===== src/rtl/spi_pkg.sv =====
// spi_pkg -- shared definitions for the SPI controller, datapath and register block.
//   XFER_W   : transfer width in bits
//   EDGE_CNT : SCK edges produced per transfer (two per bit)
//   spi_state_e : controller FSM state encoding
package spi_pkg;

  localparam int XFER_W   = 8;
  localparam int EDGE_CNT = 16;

  typedef enum logic [2:0] {
    ST_IDLE,
    ST_SETUP,
    ST_SHIFT,
    ST_HOLD,
    ST_DONE
  } spi_state_e;

endpackage


===== src/rtl/spi_clkgen.sv =====
// spi_clkgen -- SCK edge-spacing divider.
//   clk, rst  : system clock, synchronous active-high reset
//   en        : divider runs while high, held at zero otherwise
//   shift_en  : ticks in this window are real SCK edges and advance the phase
//   div       : period length minus 1 (latched copy of cfg_div)
//   tick      : last cycle of the current D-cycle period
//   leading   : the next SCK edge is a leading (odd-numbered) edge
module spi_clkgen (
  input  logic       clk,
  input  logic       rst,
  input  logic       en,
  input  logic       shift_en,
  input  logic [7:0] div,
  output logic       tick,
  output logic       leading
);

  logic [7:0] cnt;
  logic       phase;

  // NOTE: sequential state uses non-blocking assignments so every register
  // samples the pre-edge values of its inputs, independent of statement order.
  always_ff @(posedge clk) begin
    if (rst || !en) begin
      cnt   <= '0;
      phase <= 1'b0;
    end else begin
      cnt <= (cnt == div) ? 8'd0 : cnt + 8'd1;
      if (tick && shift_en) phase <= ~phase;
    end
  end

  assign tick    = en && (cnt == div);
  assign leading = ~phase;

endmodule


===== src/rtl/spi_ctrl.sv =====
// spi_ctrl -- single-byte SPI master with programmable divider, CPOL/CPHA,
// chip-select selection/hold and abort.
//   cfg_div/cfg_cpol/cfg_cpha/cfg_cs_sel/cfg_cs_hold : transfer setup, latched on start
//   start, abort   : 1-cycle requests
//   tx_data        : byte to send; rx_data : last received byte
//   busy, done     : FSM not idle / 1-cycle completion pulse
//   sck, mosi, miso, cs_n : SPI bus (cs_n active low, one bit per slave)
module spi_ctrl #(
  parameter  int NUM_CS = 4,
  localparam int SEL_W  = (NUM_CS > 1) ? $clog2(NUM_CS) : 1
) (
  input  logic              clk,
  input  logic              rst,
  input  logic [7:0]        cfg_div,
  input  logic              cfg_cpol,
  input  logic              cfg_cpha,
  input  logic [SEL_W-1:0]  cfg_cs_sel,
  input  logic              cfg_cs_hold,
  input  logic              start,
  input  logic              abort,
  input  logic [7:0]        tx_data,
  output logic [7:0]        rx_data,
  output logic              busy,
  output logic              done,
  output logic              sck,
  output logic              mosi,
  input  logic              miso,
  output logic [NUM_CS-1:0] cs_n
);
  import spi_pkg::*;

  localparam logic [3:0] LAST_EDGE = 4'(EDGE_CNT - 1);

  spi_state_e        state;
  logic [7:0]        div_q;
  logic              cpol_q;
  logic              cpha_q;
  logic              hold_q;
  logic [XFER_W-1:0] tx_sr;
  logic [XFER_W-1:0] rx_sr;
  logic [3:0]        edge_cnt;
  logic              tick;
  logic              leading;
  logic              clk_en;
  logic              shift_en;

  assign clk_en   = (state == ST_SETUP) || (state == ST_SHIFT) || (state == ST_HOLD);
  assign shift_en = (state == ST_SHIFT);

  spi_clkgen u_clkgen (
    .clk      (clk),
    .rst      (rst),
    .en       (clk_en),
    .shift_en (shift_en),
    .div      (div_q),
    .tick     (tick),
    .leading  (leading)
  );

  always_ff @(posedge clk) begin
    if (rst) begin
      state    <= ST_IDLE;
      div_q    <= '0;
      cpol_q   <= 1'b0;
      cpha_q   <= 1'b0;
      hold_q   <= 1'b0;
      tx_sr    <= '0;
      rx_sr    <= '0;
      edge_cnt <= '0;
      rx_data  <= '0;
      busy     <= 1'b0;
      done     <= 1'b0;
      sck      <= 1'b0;
      mosi     <= 1'b0;
      cs_n     <= '1;
    end else begin
      done <= 1'b0;
      if (abort) begin
        // Abort drops everything; a held CS is released too, even from IDLE.
        state    <= ST_IDLE;
        busy     <= 1'b0;
        cs_n     <= '1;
        edge_cnt <= '0;
        sck      <= (state == ST_IDLE) ? cfg_cpol : cpol_q;
      end else begin
        case (state)
          ST_IDLE: begin
            sck <= cfg_cpol;
            if (start) begin
              state    <= ST_SETUP;
              busy     <= 1'b1;
              div_q    <= cfg_div;
              cpol_q   <= cfg_cpol;
              cpha_q   <= cfg_cpha;
              hold_q   <= cfg_cs_hold;
              tx_sr    <= tx_data;
              rx_sr    <= '0;
              edge_cnt <= '0;
              // Full overwrite also releases any other slave left held.
              cs_n     <= ~(NUM_CS'(1) << cfg_cs_sel);
              if (!cfg_cpha) mosi <= tx_data[XFER_W-1];
            end
          end
          ST_SETUP: begin
            if (tick) state <= ST_SHIFT;
          end
          ST_SHIFT: begin
            if (tick) begin
              sck      <= ~sck;
              edge_cnt <= edge_cnt + 4'd1;
              if (leading) begin
                if (cpha_q) begin
                  mosi  <= tx_sr[XFER_W-1];
                  tx_sr <= tx_sr << 1;
                end else begin
                  rx_sr <= {rx_sr[XFER_W-2:0], miso};
                end
              end else begin
                if (cpha_q) begin
                  rx_sr <= {rx_sr[XFER_W-2:0], miso};
                end else if (edge_cnt != LAST_EDGE) begin
                  // CPHA=0 pre-loaded bit7 in SETUP, so advance to the next bit.
                  mosi  <= tx_sr[XFER_W-2];
                  tx_sr <= tx_sr << 1;
                end
              end
              if (edge_cnt == LAST_EDGE) begin
                state    <= ST_HOLD;
                edge_cnt <= '0;
              end
            end
          end
          ST_HOLD: begin
            sck <= cpol_q;
            if (tick) begin
              state   <= ST_DONE;
              done    <= 1'b1;
              rx_data <= rx_sr;
              if (!hold_q) cs_n <= '1;
            end
          end
          ST_DONE: begin
            state <= ST_IDLE;
            busy  <= 1'b0;
          end
          default: begin
            state <= ST_IDLE;
            busy  <= 1'b0;
            cs_n  <= '1;
          end
        endcase
      end
    end
  end

endmodule


===== config.mk =====
export PLATFORM = sky130hd
export DESIGN_NAME = spi_ctrl
export DESIGN_NICKNAME = d
export VERILOG_FILES = /design/src/rtl/spi_pkg.sv /design/src/rtl/spi_clkgen.sv /design/src/rtl/spi_ctrl.sv
export SDC_FILE = /design/constraint.sdc
export NUM_CORES = 1
export LEC_CHECK = 0
export CAP_MARGIN = 20
export CORE_ASPECT_RATIO = 1.75
export CORE_MARGIN = 2
export CORE_UTILIZATION = 23
export DETAILED_ROUTE_END_ITERATION = 16
export PLACE_DENSITY = 0.51
export SLEW_MARGIN = 20
export SYNTH_ARGS = -nofsm -noshare
export SYNTH_HDL_FRONTEND = slang
export SYNTH_SLANG_ARGS = --single-unit

===== constraint.sdc =====
create_clock -name clk -period 1.93 [get_ports clk]
set_input_delay 0.193 -clock clk [delete_from_list [all_inputs] [get_ports clk]]
set_output_delay 0.193 -clock clk [all_outputs]
set_load 0.02 [all_outputs]

After elaboration in Yosys (flattened, before gate mapping)
Cells that the tools add are included.

operators by class
  reduce and logical (&&, ||, !) cells = 24
  equality and inequality tests = 20
  shift-type cells = 1
  $add $sub $neg = 2
  bitwise logic cells = 7
  muxes and demuxes = 42

operators by type and width
  cell                                                              count
  8-bit two-way mux                                                 11
  8-bit case mux with 2 select lines                                2
  4-bit two-way mux                                                 6
  3-bit != test (second input constant)                             6
  3-bit two-way mux                                                 5
  1-bit two-way mux                                                 12
  3-bit case mux with 4 select lines                                1
  4-bit case mux with 3 select lines                                1
  2-bit != test (second input constant)                             5
  3-bit AND reduction                                               3
  3-bit OR reduction                                                3
  8-bit by 1-bit adder with 8-bit output (second input constant)    1
  8-bit == test                                                     1
  4-bit case mux with 2 select lines                                1
  8-bit AND reduction                                               1
  7-bit AND reduction                                               1
  3-bit by 2-bit == test with 1-bit output (second input constant)  2
  1-bit NOT                                                         6
  6-bit AND reduction                                               1
  5-bit AND reduction                                               1
  4-bit by 1-bit adder with 4-bit output (second input constant)    1
  4-bit == test (second input constant)                             1
  2-bit by 1-bit != test with 1-bit output (second input constant)  2
  4-bit != test (second input constant)                             1
  15 further kinds                                                  21

word-level totals
  word-level logic and storage cells = 112
  input bits = 26
  bits in registers = 59
  output and inout bits = 16

Longest topological paths before layout
  word-level depth = 7
  gate-level depth with buffers = 7
  mapped depth without buffers = 6

Modules after synthesis
From an unflattened synthesis, not the netlist that was laid out.

second synthesis, totals
  cell total of the unflattened synthesis = 297
  area total of the unflattened synthesis = 2680.1 µm²

modules (own cells, without submodules)
  module      times used  cells each  sequential area each (µm²)  area each (µm²)
  spi_ctrl    1           246         1001.0                      2192.1
  spi_clkgen  1           51          180.2                       488.0

Least setup slack after synthesis
No wires, ideal clock.

  path kind = register to register
  from = register u_clkgen.cnt[5]
  to = register rx_sr[0]
  data arrival time = 1676 ps
  cell stages (with the launch flop) = 6
  path buffers = 0
  setup slack = 179 ps
  data required time = 1855 ps
  cells stage by stage = dfxtp_1 xor2_1 nor4_4 nand3_2 or4b_1 o21ai_0

between the ends
  word-level cells in the longest chain between the ends = 4

RTL lines
  what                                  line              text
  start: declaration                    spi_clkgen.sv:18  logic [7:0] cnt;
  start signal: assignment              spi_clkgen.sv:28  cnt <= (cnt == div) ? 8'd0 : cnt + 8'd1;
  8-bit == test                         spi_clkgen.sv:33  assign tick = en && (cnt == div);
  1-bit logical AND                     spi_clkgen.sv:33
  2-bit != test (no source line)        --
  6-bit AND reduction (no source line)  --
  end signal: assignment                spi_ctrl.sv:116   rx_sr <= {rx_sr[XFER_W-2:0], miso};
  end signal: assignment                spi_ctrl.sv:120   rx_sr <= {rx_sr[XFER_W-2:0], miso};
  end: declaration                      spi_ctrl.sv:40    logic [XFER_W-1:0] rx_sr;

No other way between the ends.
A chain may end at the register's enable or synchronous reset.

Worst setup path after layout
  from = register div_q[1]
  to = register rx_sr[4]

between the ends
  word-level cells in the longest chain between the ends = 4

RTL lines
  what                                  line              text
  start: declaration                    spi_ctrl.sv:35    logic [7:0] div_q;
  start signal: assignment              spi_ctrl.sv:92    div_q <= cfg_div;
  8-bit == test                         spi_clkgen.sv:33
  1-bit logical AND                     spi_clkgen.sv:33
  2-bit != test (no source line)        --
  6-bit AND reduction (no source line)  --

No other way between the ends.

==> results.toml <==
[final_layout]
instances_no_fill = 515
fin_nets = 403
syn_to_final_growth_pct = 39.5
insertedDiodeCount = 0
drive_gt1_frac = 0.142

[timing]
fmax_mhz = 552
rsz0062_at_grt = "false"
period_share = 0.939
final_max_slew_viol_count = 0
post-route-min-period_ns = 1.81
max_slew_margin = 0.752
fin_worst_skew_ns = 0.00902
setup_tns_ns = 0
setup_viol = 0
finalHoldViolations = 0
holdWs_ns = 0.414
tightest_slew_ns = 0.369

[routing]
ant_nets = 0
drc_errors = 0
vias = 2447
drtIter0Drc = 124
drtPass1Iterations = 4
wire_per_inst_um = 13.9
totalWireLength_um = 7140
via_per_inst = 4.75

[cts]
root_buffer = "clkbuf_16"
clock_latency_ns = 0.33
cts_made_buffers = 9
cts.clk_slew.worst_paths_ns = 0.06
hold_buffers = 0
clockBufferDepth = 2
cts_tree = "yes"
h-tree-depth = 3
cts_sinks = 59

[power_and_ir_drop]
vdd_drop_max_mv = 0.434
power_density_mw_per_mm2 = 888
leakage_nw = 1.48

[synthesis]
yosys.area.top_type_share = 0.443
synthFlopType = "dfxtp_1"
synth_area_leaders = "dfxtp_1 44%, mux2i_1 5.3%, nand2_1 5.1%, nor2_1 4.6%, a21oi_1 4.5%"
synth_edf_count = 0
synthCells = 311
syn_area_per_cell_sq_um = 8.58
syn_nets = 339
synth_cell_types = 44
synthesis.area_sq_mm = 0.00267
yosysWarnings = 0
synth_seq_cells = 59
synthArstFlopShare = 0
yosys-top-cells-count = "59 x dfxtp_1, 36 x nand2_1, 33 x nor2_1"
synth_most_common_cell = "dfxtp_1"
yosysTopAreaCell = "dfxtp_1"
yosysSeqAreaShare = 0.443

[floorplanning]
dieHeight_um = 147
start_util = 0.233
dieArea_sq_mm = 0.0125
coreArea_sq_mm = 0.0115
row_count = 52
dieWidth_um = 85.4
io_pins = 42

[global_routing]
grt_pass1_wl_um = 11800
grt_use_total = 0.120
grt_max_degree = 23
gr-total-overflow = 0
grt_pass1_vias = 2404
antenna_found_initial = 0

[placement]
dp_hpwl_um = 5370
place.gp.congestion = 0.813
portBuffers = 41
dp.cells = 497

[worst_setup_path]
rrSetupSlack_ns = 0.12
crit_start = "div_q[1]"
crit_path_end = "rx_sr[4]"
crit_fanout = 9
timing.rr.end = "rx_sr[4]"
crit-reg2reg-launch = "div_q[1]"
critPathArrivalTime_ns = 2.04
end_kind = "flip-flop"
crit_type = "flip-flop to flip-flop"
cp.required_ns = 2.16
r2r_cells = 6
cp-start-kind = "flip-flop"

[status]
outcome = "finished clean"

[job]
drv_cap = 0

[hold_path]
hp-class = "input port to flip-flop"
==> critical path, cell delays in order, from the launching register on <==
cell and delay [ns]:
dfxtp_1 0.32, xor2_1 0.18, nor4_4 0.42, nand3_2 0.13
buf_4 0.19, buf_4 0.16, o32ai_1 0.30
==> per-stage QoR <==
stage / utilization / cell area, sq um / total power, mW / setup slack, ns
after floorplan: - / 2670 / 1.47 / 0.179
after global placement: 0.295 / 3380 / 1.63 / 0.0476
after detailed placement: 0.295 / 3380 / 1.63 / 0.0239
after CTS: 0.323 / 3700 / 3.34 / 0.0854
after global routing: 0.325 / 3720 / 3.42 / 0.0141
final: 0.325 / 3720 / 3.31 / 0.117
==> layout make-up <==
type	count	area [sq um]
flip-flops and latches	59	1180
fillers	1206	7730
multi-input cells	232	1410
clock inverters	7	92.6
repair buffers	70	632
inverters	3	11.3
clock buffers	9	225
well taps	135	169
==> cells in the final DEF, fill, tap and decap left out, types with 2 or more instances in the layout <==
cell type	instances
inv_1	3
and3_1	4
nor4_1	2
bufinv_16	2
xor2_1	12
nor3b_1	2
nand3_1	11
mux2i_1	14
o21ai_0	23
a21oi_1	24
clkinv_2	3
o211a_1	2
nand2_1	36
dfxtp_1	59
nand4_1	4
nand2b_1	12
xnor2_1	4
buf_4	28
and2_1	3
nor2_1	33
a211o_1	7
a21o_1	2
nor3_1	5
clkinv_4	2
o21a_1	2
o32ai_1	7
or2_2	2
clkbuf_16	9
clkdlybuf4s50_1	41
==> where the power goes <==
part	internal, mW	switching (mW)
registers	1.25	0.0221
logic	0.164	0.176
clock network	1.12	0.568
==> timing repair <==
| action | 4_1_cts | 5_1_grt |
|---|---|---|
| buffers inserted | 0 | 2 |
| endpoints found under the setup margin | 0 | 7 |
| gates resized for setup | 0 | 3 |
==> state kept, by name (all words and copies together), names as in the netlist <==
name and count:
div_q 8, rx_data 8, rx_sr 8, tx_sr 8, u_clkgen.cnt 8, cs_n 4, edge_cnt 4, state 3
busy 1, cpha_q 1, cpol_q 1, done 1, hold_q 1, mosi 1, sck 1, u_clkgen.phase 1
==> how the worst min path moves through the flow <==
stage	startpoint	to	slack, ns	depth (start not counted)
2_1_floorplan	cfg_cpha	cpha_q	0.33	2
6_report	cfg_div[1]	div_q[1]	0.41	3
3_5_place_dp	busy	busy	0.47	2
5_1_grt	cfg_div[1]	div_q[1]	0.43	3
4_1_cts	cfg_div[1]	div_q[1]	0.41	3
3_3_place_gp	tx_sr[1]	tx_sr[1]	0.46	2
==> cell families after synthesis <==
group | synth area share
XOR/XNOR | 0.0525
flip-flops | 0.443
adder cells (fa/ha/maj) | 0.00937
AND/OR/NAND/NOR | 0.233
multiplexers | 0.0567
AO/OA/AOI/OAI | 0.177
buffers and inverters | 0.0295
==> metal layers <==
metal | up-vias | track usage | part of all wire
li1 | 1228 | - | -
met1 | 1175 | 0.128 | 0.41
met2 | 34 | 0.216 | 0.54
met3 | 10 | 0.0254 | 0.025
met4 | 0 | 0.0619 | 0.020
met5 | - | 0 | 0
No activity file was read; power rests on OpenSTA's default activity.
